## config.mk

```make
export PLATFORM = sky130hd
export DESIGN_NAME = soc_clk_rst_flat
export DESIGN_NICKNAME = d
export VERILOG_FILES = /design/src/rtl/soc_clk_pkg.sv /design/src/rtl/soc_clk_rst_if.sv /design/src/rtl/soc_clk_divider.sv /design/src/rtl/soc_clk_rst.sv /design/src/flat_wrapper.sv
export SDC_FILE = /design/constraint.sdc
export NUM_CORES = 1
export LEC_CHECK = 0
export ABC_AREA = 0
export CAP_MARGIN = 20
export CELL_PAD_IN_SITES_DETAIL_PLACEMENT = 0
export CELL_PAD_IN_SITES_GLOBAL_PLACEMENT = 1
export CORE_MARGIN = 2
export CORE_UTILIZATION = 30
export CTS_CLUSTER_DIAMETER = 120
export CTS_CLUSTER_SIZE = 28
export DETAILED_ROUTE_END_ITERATION = 6
export GPL_ROUTABILITY_DRIVEN = 0
export PLACE_DENSITY = 0.6
export SLEW_MARGIN = 20
export SYNTH_ARGS = -nofsm -noshare
export SYNTH_HDL_FRONTEND = slang
export SYNTH_SLANG_ARGS = --single-unit
```

## constraint.sdc

```tcl
create_clock -name clk -period 2.6 [get_ports clk]
set_input_delay 0.52 -clock clk [delete_from_list [all_inputs] [get_ports clk]]
set_output_delay 0.52 -clock clk [all_outputs]
set_load 0.01 [all_outputs]
```

## src/rtl/soc_clk_pkg.sv

```systemverilog
// Shared types, default parameters and the counter-width helper for the
// EduSoC clock/reset block.
package soc_clk_pkg;

    typedef enum logic [1:0] {
        ST_LOCKING = 2'd0,
        ST_HOLD    = 2'd1,
        ST_RUN     = 2'd2
    } seq_state_t;

    localparam int unsigned DEF_UART_PLL_DIVIDER  = 8;
    localparam int unsigned DEF_UART_POST_DIVIDER = 4;
    localparam int unsigned DEF_LOCK_CYCLES       = 8;
    localparam int unsigned DEF_RESET_HOLD_CYCLES = 16;

    // Bits needed to hold 0..n, never less than one.
    function automatic int unsigned cnt_width(input int unsigned n);
        int unsigned w;
        w = $clog2(n + 1);
        return (w < 1) ? 1 : w;
    endfunction

endpackage

```

## src/rtl/soc_clk_rst_if.sv

```systemverilog
// Status bus from the clock/reset block to the rest of the SoC.
// No handshake: every signal is a registered level, except uart_tick which is a one-cycle strobe.
interface soc_clk_rst_if;
    import soc_clk_pkg::*;

    logic       locked;
    logic       out_rst;
    logic       uart_tick;
    seq_state_t dbg_state;

    modport master (output locked, output out_rst, output uart_tick, output dbg_state);
    modport slave  (input  locked, input  out_rst, input  uart_tick, input  dbg_state);

endinterface

```

## src/rtl/soc_clk_divider.sv

```systemverilog
// Modulo-N counter with enable and synchronous clear; o_wrap flags the
// enabled cycle on which the count returns from N-1 to 0.
module soc_clk_divider
    import soc_clk_pkg::*;
#(
    parameter int unsigned N = 2
) (
    input  logic clk,
    input  logic i_clr,
    input  logic i_en,
    output logic o_wrap
);

    localparam int unsigned W = cnt_width(N);
    localparam logic [W-1:0] CNT_MAX = W'(N - 1);

    logic [W-1:0] r_cnt;
    logic         w_at_max;

    assign w_at_max = (r_cnt == CNT_MAX);
    assign o_wrap   = i_en && w_at_max;

    // N=1 keeps the count pinned at 0, so every enabled cycle wraps.
    always_ff @(posedge clk) begin
        if (i_clr) begin
            r_cnt <= '0;
        end else if (i_en) begin
            if (w_at_max) r_cnt <= '0;
            else          r_cnt <= r_cnt + W'(1);
        end
    end

endmodule

```

## src/rtl/soc_clk_rst.sv

```systemverilog
// Reset sequencer (lock emulation, then reset stretch) and two-stage UART
// rate strobe generator for the EduSoC.
module soc_clk_rst
    import soc_clk_pkg::*;
#(
    parameter int unsigned UART_PLL_DIVIDER  = DEF_UART_PLL_DIVIDER,
    parameter int unsigned UART_POST_DIVIDER = DEF_UART_POST_DIVIDER,
    parameter int unsigned LOCK_CYCLES       = DEF_LOCK_CYCLES,
    parameter int unsigned RESET_HOLD_CYCLES = DEF_RESET_HOLD_CYCLES
) (
    input  logic           clk,
    input  logic           res,
    soc_clk_rst_if.master  bus
);

    seq_state_t r_state;
    seq_state_t w_state_next;
    logic       r_locked;
    logic       r_out_rst;
    logic       r_tick;
    logic       w_locked_next;
    logic       w_out_rst_next;
    logic       w_tick_next;
    logic       w_lock_wrap;
    logic       w_hold_wrap;
    logic       w_pre_wrap;
    logic       w_post_wrap;
    logic       w_uart_clr;

    // Outside RUN the UART chain is cleared, so each release starts from phase 0.
    assign w_uart_clr = res || (r_state != ST_RUN);

    soc_clk_divider #(.N(LOCK_CYCLES)) u_lock_cnt (
        .clk    (clk),
        .i_clr  (res),
        .i_en   (r_state == ST_LOCKING),
        .o_wrap (w_lock_wrap)
    );

    soc_clk_divider #(.N(RESET_HOLD_CYCLES)) u_hold_cnt (
        .clk    (clk),
        .i_clr  (res),
        .i_en   (r_state == ST_HOLD),
        .o_wrap (w_hold_wrap)
    );

    soc_clk_divider #(.N(UART_PLL_DIVIDER)) u_pre_div (
        .clk    (clk),
        .i_clr  (w_uart_clr),
        .i_en   (r_state == ST_RUN),
        .o_wrap (w_pre_wrap)
    );

    soc_clk_divider #(.N(UART_POST_DIVIDER)) u_post_div (
        .clk    (clk),
        .i_clr  (w_uart_clr),
        .i_en   (w_pre_wrap),
        .o_wrap (w_post_wrap)
    );

    always_comb begin
        w_state_next   = r_state;
        w_locked_next  = r_locked;
        w_out_rst_next = r_out_rst;
        w_tick_next    = 1'b0;
        unique case (r_state)
            ST_LOCKING: begin
                if (w_lock_wrap) begin
                    w_state_next  = ST_HOLD;
                    w_locked_next = 1'b1;
                end
            end
            ST_HOLD: begin
                if (w_hold_wrap) begin
                    w_state_next   = ST_RUN;
                    w_out_rst_next = 1'b0;
                end
            end
            ST_RUN: begin
                // Post stage only wraps while the pre stage wraps: both at max.
                w_tick_next = w_post_wrap;
            end
            default: begin
                w_state_next = ST_LOCKING;
            end
        endcase
    end

    always_ff @(posedge clk) begin
        if (res) begin
            r_state   <= ST_LOCKING;
            r_locked  <= 1'b0;
            r_out_rst <= 1'b1;
            r_tick    <= 1'b0;
        end else begin
            r_state   <= w_state_next;
            r_locked  <= w_locked_next;
            r_out_rst <= w_out_rst_next;
            r_tick    <= w_tick_next;
        end
    end

    assign bus.locked    = r_locked;
    assign bus.out_rst   = r_out_rst;
    assign bus.uart_tick = r_tick;
    assign bus.dbg_state = r_state;

endmodule

```

## src/flat_wrapper.sv

```systemverilog
// flat-port wrapper written by rule: the top's interface ports become plain ports
module soc_clk_rst_flat import soc_clk_pkg::*;
#(
    parameter int unsigned UART_PLL_DIVIDER  = DEF_UART_PLL_DIVIDER,
    parameter int unsigned UART_POST_DIVIDER = DEF_UART_POST_DIVIDER,
    parameter int unsigned LOCK_CYCLES       = DEF_LOCK_CYCLES,
    parameter int unsigned RESET_HOLD_CYCLES = DEF_RESET_HOLD_CYCLES
)
  (clk, res, bus_locked, bus_out_rst, bus_uart_tick, bus_dbg_state);
  soc_clk_rst_if bus_i ();
  input  logic clk;
  input  logic res;
  output wire logic [$bits(bus_i.locked)-1:0] bus_locked;
  output wire logic [$bits(bus_i.out_rst)-1:0] bus_out_rst;
  output wire logic [$bits(bus_i.uart_tick)-1:0] bus_uart_tick;
  output wire logic [$bits(bus_i.dbg_state)-1:0] bus_dbg_state;
  assign bus_locked = bus_i.locked;
  assign bus_out_rst = bus_i.out_rst;
  assign bus_uart_tick = bus_i.uart_tick;
  assign bus_dbg_state = bus_i.dbg_state;
  soc_clk_rst #(.UART_PLL_DIVIDER(UART_PLL_DIVIDER), .UART_POST_DIVIDER(UART_POST_DIVIDER), .LOCK_CYCLES(LOCK_CYCLES), .RESET_HOLD_CYCLES(RESET_HOLD_CYCLES)) u_core (.clk(clk), .res(res), .bus(bus_i));
endmodule
```

# After elaboration in Yosys (flattened, before gate mapping)
# Cells that the tools add are included.
[totals]
inputBits = 2
output_inout_bits = 5
elab_cells = 39
register_bits = 21
[classes]
n_addsub = 4
n_reduce_logical = 10
muxes = 7
eq_ne = 9
bitwise = 1
[ops]
columns = ["operator", "count"]
rows = [
  ["$add 4x1->4 const B", 2],
  ["$eq 4x3->1 const B", 2],
  ["$mux 4", 2],
  ["$pmux 2 s3", 1],
  ["$add 5x1->5 const B", 1],
  ["$eq 5x4->1 const B", 1],
  ["$mux 5", 1],
  ["$logic_and 1x1->1", 4],
  ["$mux 2", 2],
  ["$ne 2x1->1 const B", 2],
  ["$reduce_and 2->1", 2],
  ["$add 3x1->3 const B", 1],
  ["$eq 3x2->1 const B", 1],
  ["$mux 3", 1],
  ["$reduce_and 3->1", 1],
  ["$eq 2x1->1 const B", 1],
  ["$eq 2x2->1 const B", 1],
  ["$logic_not 2->1", 1],
  ["$ne 2x2->1 const B", 1],
  ["$reduce_or 2->1", 1],
  ["$logic_or 1x1->1", 1],
  ["$not 1->1", 1],
]

# Logic depth before layout (Yosys ltp)
[logic_depth]
ltp_word = 4
ltp_mapped = 4

# Hierarchy
# Synthesis repeated with hierarchy kept, for this count alone.
[unflattened]
cells_unflattened = 90
area_unflattened_um2 = 984.7
[modules_own_cells]
columns = ["module", "seq_area_each_um2", "instances", "cells_each", "area_each_um2"]
rows = [
  ["soc_clk_divider (u_core.u_lock_cnt ...)", 80.1, 2, 18, 220.2],
  ["soc_clk_divider (u_core.u_hold_cnt)", 100.1, 1, 20, 210.2],
  ["soc_clk_rst", 100.1, 1, 21, 201.4],
  ["soc_clk_divider (u_core.u_post_div)", 60.1, 1, 13, 132.6],
]

# Worst setup path after synthesis
# Ideal clock, no wire load.
[synth_path]
path_kind = "register to register"
start = "reg u_core.u_lock_cnt.r_cnt[0]"
end = "reg u_core.u_lock_cnt.r_cnt[0]"
t_arrival_ns = 1.138
slack_ns = 1.346
path_stages_with_launch = 5
setup_time_ns = 0.116
cell_sequence = "dfxtp_1 > ha_1 > nand2_1 > or4_4 > and3b_1"
[synth_between]
elab_chain_cells = 2
elab_cells_between_ends = 3
classes_between = "1 x add/sub; 1 x eq/ne; 1 x mux"
[synth_rtl]
columns = ["item", "line", "text"]
rows = [
  ["start, declared", "soc_clk_divider.sv:17", "logic [W-1:0] r_cnt;"],
  ["start signal, assigned", "soc_clk_divider.sv:29", "else r_cnt <= r_cnt + W'(1);"],
  ["$add 4x1->4 / $eq 4x3->1 (equally long branches)", "soc_clk_divider.sv:29, soc_clk_divider.sv:20", ""],
  ["$mux 4 *", "soc_clk_divider.sv:28", "if (w_at_max) r_cnt <= '0;"],
]
# Every way passes the cells marked *; elsewhere a longest branch is shown, timed or not.
# A chain may end at the register's enable or synchronous reset.

# Final worst setup path
[layout_path]
start = "reg u_core.r_state[0], in the netlist u_core.bus.dbg_state[0]"
end = "out bus_dbg_state[0]"
[layout_rtl]
columns = ["item", "line", "text"]
rows = [
  ["start, declared", "soc_clk_rst.sv:16", "seq_state_t r_state;"],
  ["start signal, assigned", "soc_clk_rst.sv:96", "r_state <= w_state_next;"],
  ["end, declared", "flat_wrapper.sv:16", "output wire logic [$bits(bus_i.dbg_state)-1:0] bus_dbg_state;"],
]
# No word-level cell between the ends.

==> impl_metrics.yaml <==
outcome:
  status: "finished, final reports clean"
die:
  die_w_um: 58.0
  dieHeight_um: 58.0
  io_pins: 7
  initial_core_util: 0.318
  die-area_um2: 3370
  rows: 19
  core_region_area_um2: 2760
min_path:
  hold_class: "flip-flop to flip-flop"
  min-delay-start: "u_core.u_post_div.r_cnt[2]$_SDFFE_PP0P_"
  min_path_cells: 2
route:
  avgViaCountPerCell: 4.77
  ant_nets: 0
  drt_first_pass_iters: 3
  dr_wl_met3_um: 43
  drt-initial-drc-count: 17
  wl_mm: 1.49
  wire_per_inst_um: 11.3
  wl_met1_um: 768
  wl_met2_um: 621
  via_count: 629
  topRoutingLayerUsed: "met4"
  route.detailed.drc: 0
power:
  leakage_nw: 0.354
  powerDensity_nw_per_um2: 526
  ir_drop_uv: 188
timing:
  final-hold-violation-count: 0
  drv_slew: 0
  setup_viol: 0
  fin_crit_ns: 1.94
  fin_crit_sh: 0.746
  clock.fmax_mhz: 516
  tns_ns: 0
  rsz0062_at_grt: "false"
  slew_headroom: 0.796
  tightest_slew_ns: 0.306
  setup_ws_ns: 0.661
  clock_skew_ns: 0.00272
layout:
  final_nets: 108
  final_common_cell: "dfxtp_1"
  layout-drive-gt1-share: 0.0891
  syn2layout_area_growth_pct: 13.4
  n_antenna_cell: 0
  final_cell_mix: "dfxtp_1 (21), nand2_1 (10), nor2_1 (9), a21oi_1 (7), clkdlybuf4s50_1 (6)"
synthesis:
  syn_nets: 98
  synth_ff_type: "dfxtp_1"
  syn_inst: 92
  synth-edff-count: 0
  ys_seq_elements: 21
  ys_seq_area_frac: 0.480
  synth_cell_types: 30
  yosys_warnings: 0
  synth.avg_cell_area_um2: 9.52
  syn_area_um2: 876
  async_reset_ff_frac: 0
placed_design:
  pre_cts_slack_ns: 0.999
  port-buffer-count: 6
  hpwl_mm: 1.06
critical_path:
  r2r-start: "u_core.u_lock_cnt.r_cnt[0]$_SDFFE_PP0P_"
  crit_start: "u_core.bus.dbg_state[0]$_SDFFE_PP0P_"
  cpMaxStageDelayCell: "clkdlybuf4s50_1"
  timing.rr.end: "u_core.u_lock_cnt.r_cnt[0]$_SDFFE_PP0P_"
  rrSetupSlack_ns: 1.25
  required_ns: 2.08
  cp-endpoint: "bus_dbg_state[0]"
  cp-start-kind: "flip-flop"
  crit_path_end_kind: "output pin"
  crit_chain: "clkdlybuf4s50_1"
  critPathTopFamily: "buffers and inverters"
  arrival_ns: 1.42
  crit_type: "flip-flop to output pin"
  path_depth: 1
  critPathMaxStageDelay_ns: 0.60
  crit_fanout: 9
  cp_num_buf_inv: 1
  rr_worst_depth: 4
clocking:
  clockRootBuffer: "clkbuf_4"
  cts_hold_buf: 0
  post_cts_resized: 0
  clkLatencyLatePin_ns: 0.31
  cts_made_buffers: 3
  cts_tree: "built"
  h-tree-depth: 1
  cts.sinks: 21
  cts_max_path_buffers: 2
  cts_setup_buffers: 0
  path_clk_slew_ns: 0.12
global_routing:
  antenna_found_initial: 0
  grt_pass1_wl_mm: 2.73
  overflow: 0
  grt_max_degree: 16
  grt_pass1_vias: 609
  grt_util_all_layers: 0.108
run:
  drv_cap: 0
==> report_power, final <==
group / leakage (nW) / switching, mW / internal [mW]
combinational: 0.169 / 0.0102 / 0.0115
sequential: 0.170 / 0.00663 / 0.329
clock: 0.0150 / 0.106 / 0.0600
total: 0.354 / 0.122 / 0.400
==> cell usage after synthesis (2+ instances only) <==
master / instances / share of area
and3b_1: 2 / 0.020
xor2_1: 2 / 0.020
nand3_1: 4 / 0.023
ha_1: 4 / 0.057
inv_1: 3 / 0.013
mux2i_1: 2 / 0.023
nand2_1: 10 / 0.043
nand2b_1: 4 / 0.029
nand3b_1: 4 / 0.034
xnor2_1: 2 / 0.020
dfxtp_1: 21 / 0.48
nor2_1: 9 / 0.039
a21oi_1: 7 / 0.040
nor3b_1: 2 / 0.017
==> area by class of cell <==
| type | count | area (um2) |
|---|---|---|
| inverters | 3 | 11.3 |
| fillers | 282 | 1760 |
| clock buffers | 4 | 26.3 |
| flip-flops and latches | 21 | 420 |
| multi-input cells | 66 | 429 |
| well taps | 31 | 38.8 |
| repair buffers | 7 | 67.6 |
==> cells by family (layout without fill, tap and decap cells) <==
kind of cell | after synthesis | count (layout) | share of synthesized area
simple gates | 44 | 44 | 0.286
mux | 2 | 2 | 0.0229
fa+ha+maj | 4 | 4 | 0.0571
buf+inv | 5 | 14 | 0.0300
compound gates | 12 | 12 | 0.0843
xor+xnor | 4 | 4 | 0.0400
flops | 21 | 21 | 0.480
==> worst min-delay path by stage <==
stage	endpoint	slack, ns
after detailed placement	u_core.u_post_div.r_cnt[2]$_SDFFE_PP0P_	0.42
after CTS	u_core.u_post_div.r_cnt[2]$_SDFFE_PP0P_	0.45
after global routing	u_core.u_post_div.r_cnt[2]$_SDFFE_PP0P_	0.48
after global placement	u_core.u_post_div.r_cnt[2]$_SDFFE_PP0P_	0.43
final	u_core.u_post_div.r_cnt[2]$_SDFFE_PP0P_	0.45
after floorplan	u_core.u_post_div.r_cnt[2]$_SDFFE_PP0P_	0.42
==> registers in the layout, indices dropped and copies added, names as in the netlist <==
signal	count
u_core.u_lock_cnt.r_cnt	4
u_core.u_pre_div.r_cnt	4
u_core.u_hold_cnt.r_cnt	5
u_core.bus.locked	1
u_core.bus.out_rst	1
u_core.bus.uart_tick	1
u_core.bus.dbg_state	2
u_core.u_post_div.r_cnt	3
==> through the flow <==
step                power, mW  area, um2  utilization  std cells  hold WS [ns]
floorplan               0.356        876            -         92         0.415
detailed placement      0.365        967        0.351        128         0.425
global route            0.549        993        0.360        132         0.484
global placement        0.364        967        0.351        128         0.428
finish                  0.522        993        0.360        132         0.446
CTS                     0.530        993        0.360        132         0.449
==> routing by layer <==
| layer | vias to the layer above | track usage |
|---|---|---|
| li1 | 337 | - |
| met1 | 279 | 0.144 |
| met2 | 8 | 0.154 |
| met3 | 5 | 0.0223 |
| met4 | 0 | 0.0797 |
| met5 | - | 0 |
Note: power is estimated with default switching activity, not from simulation.
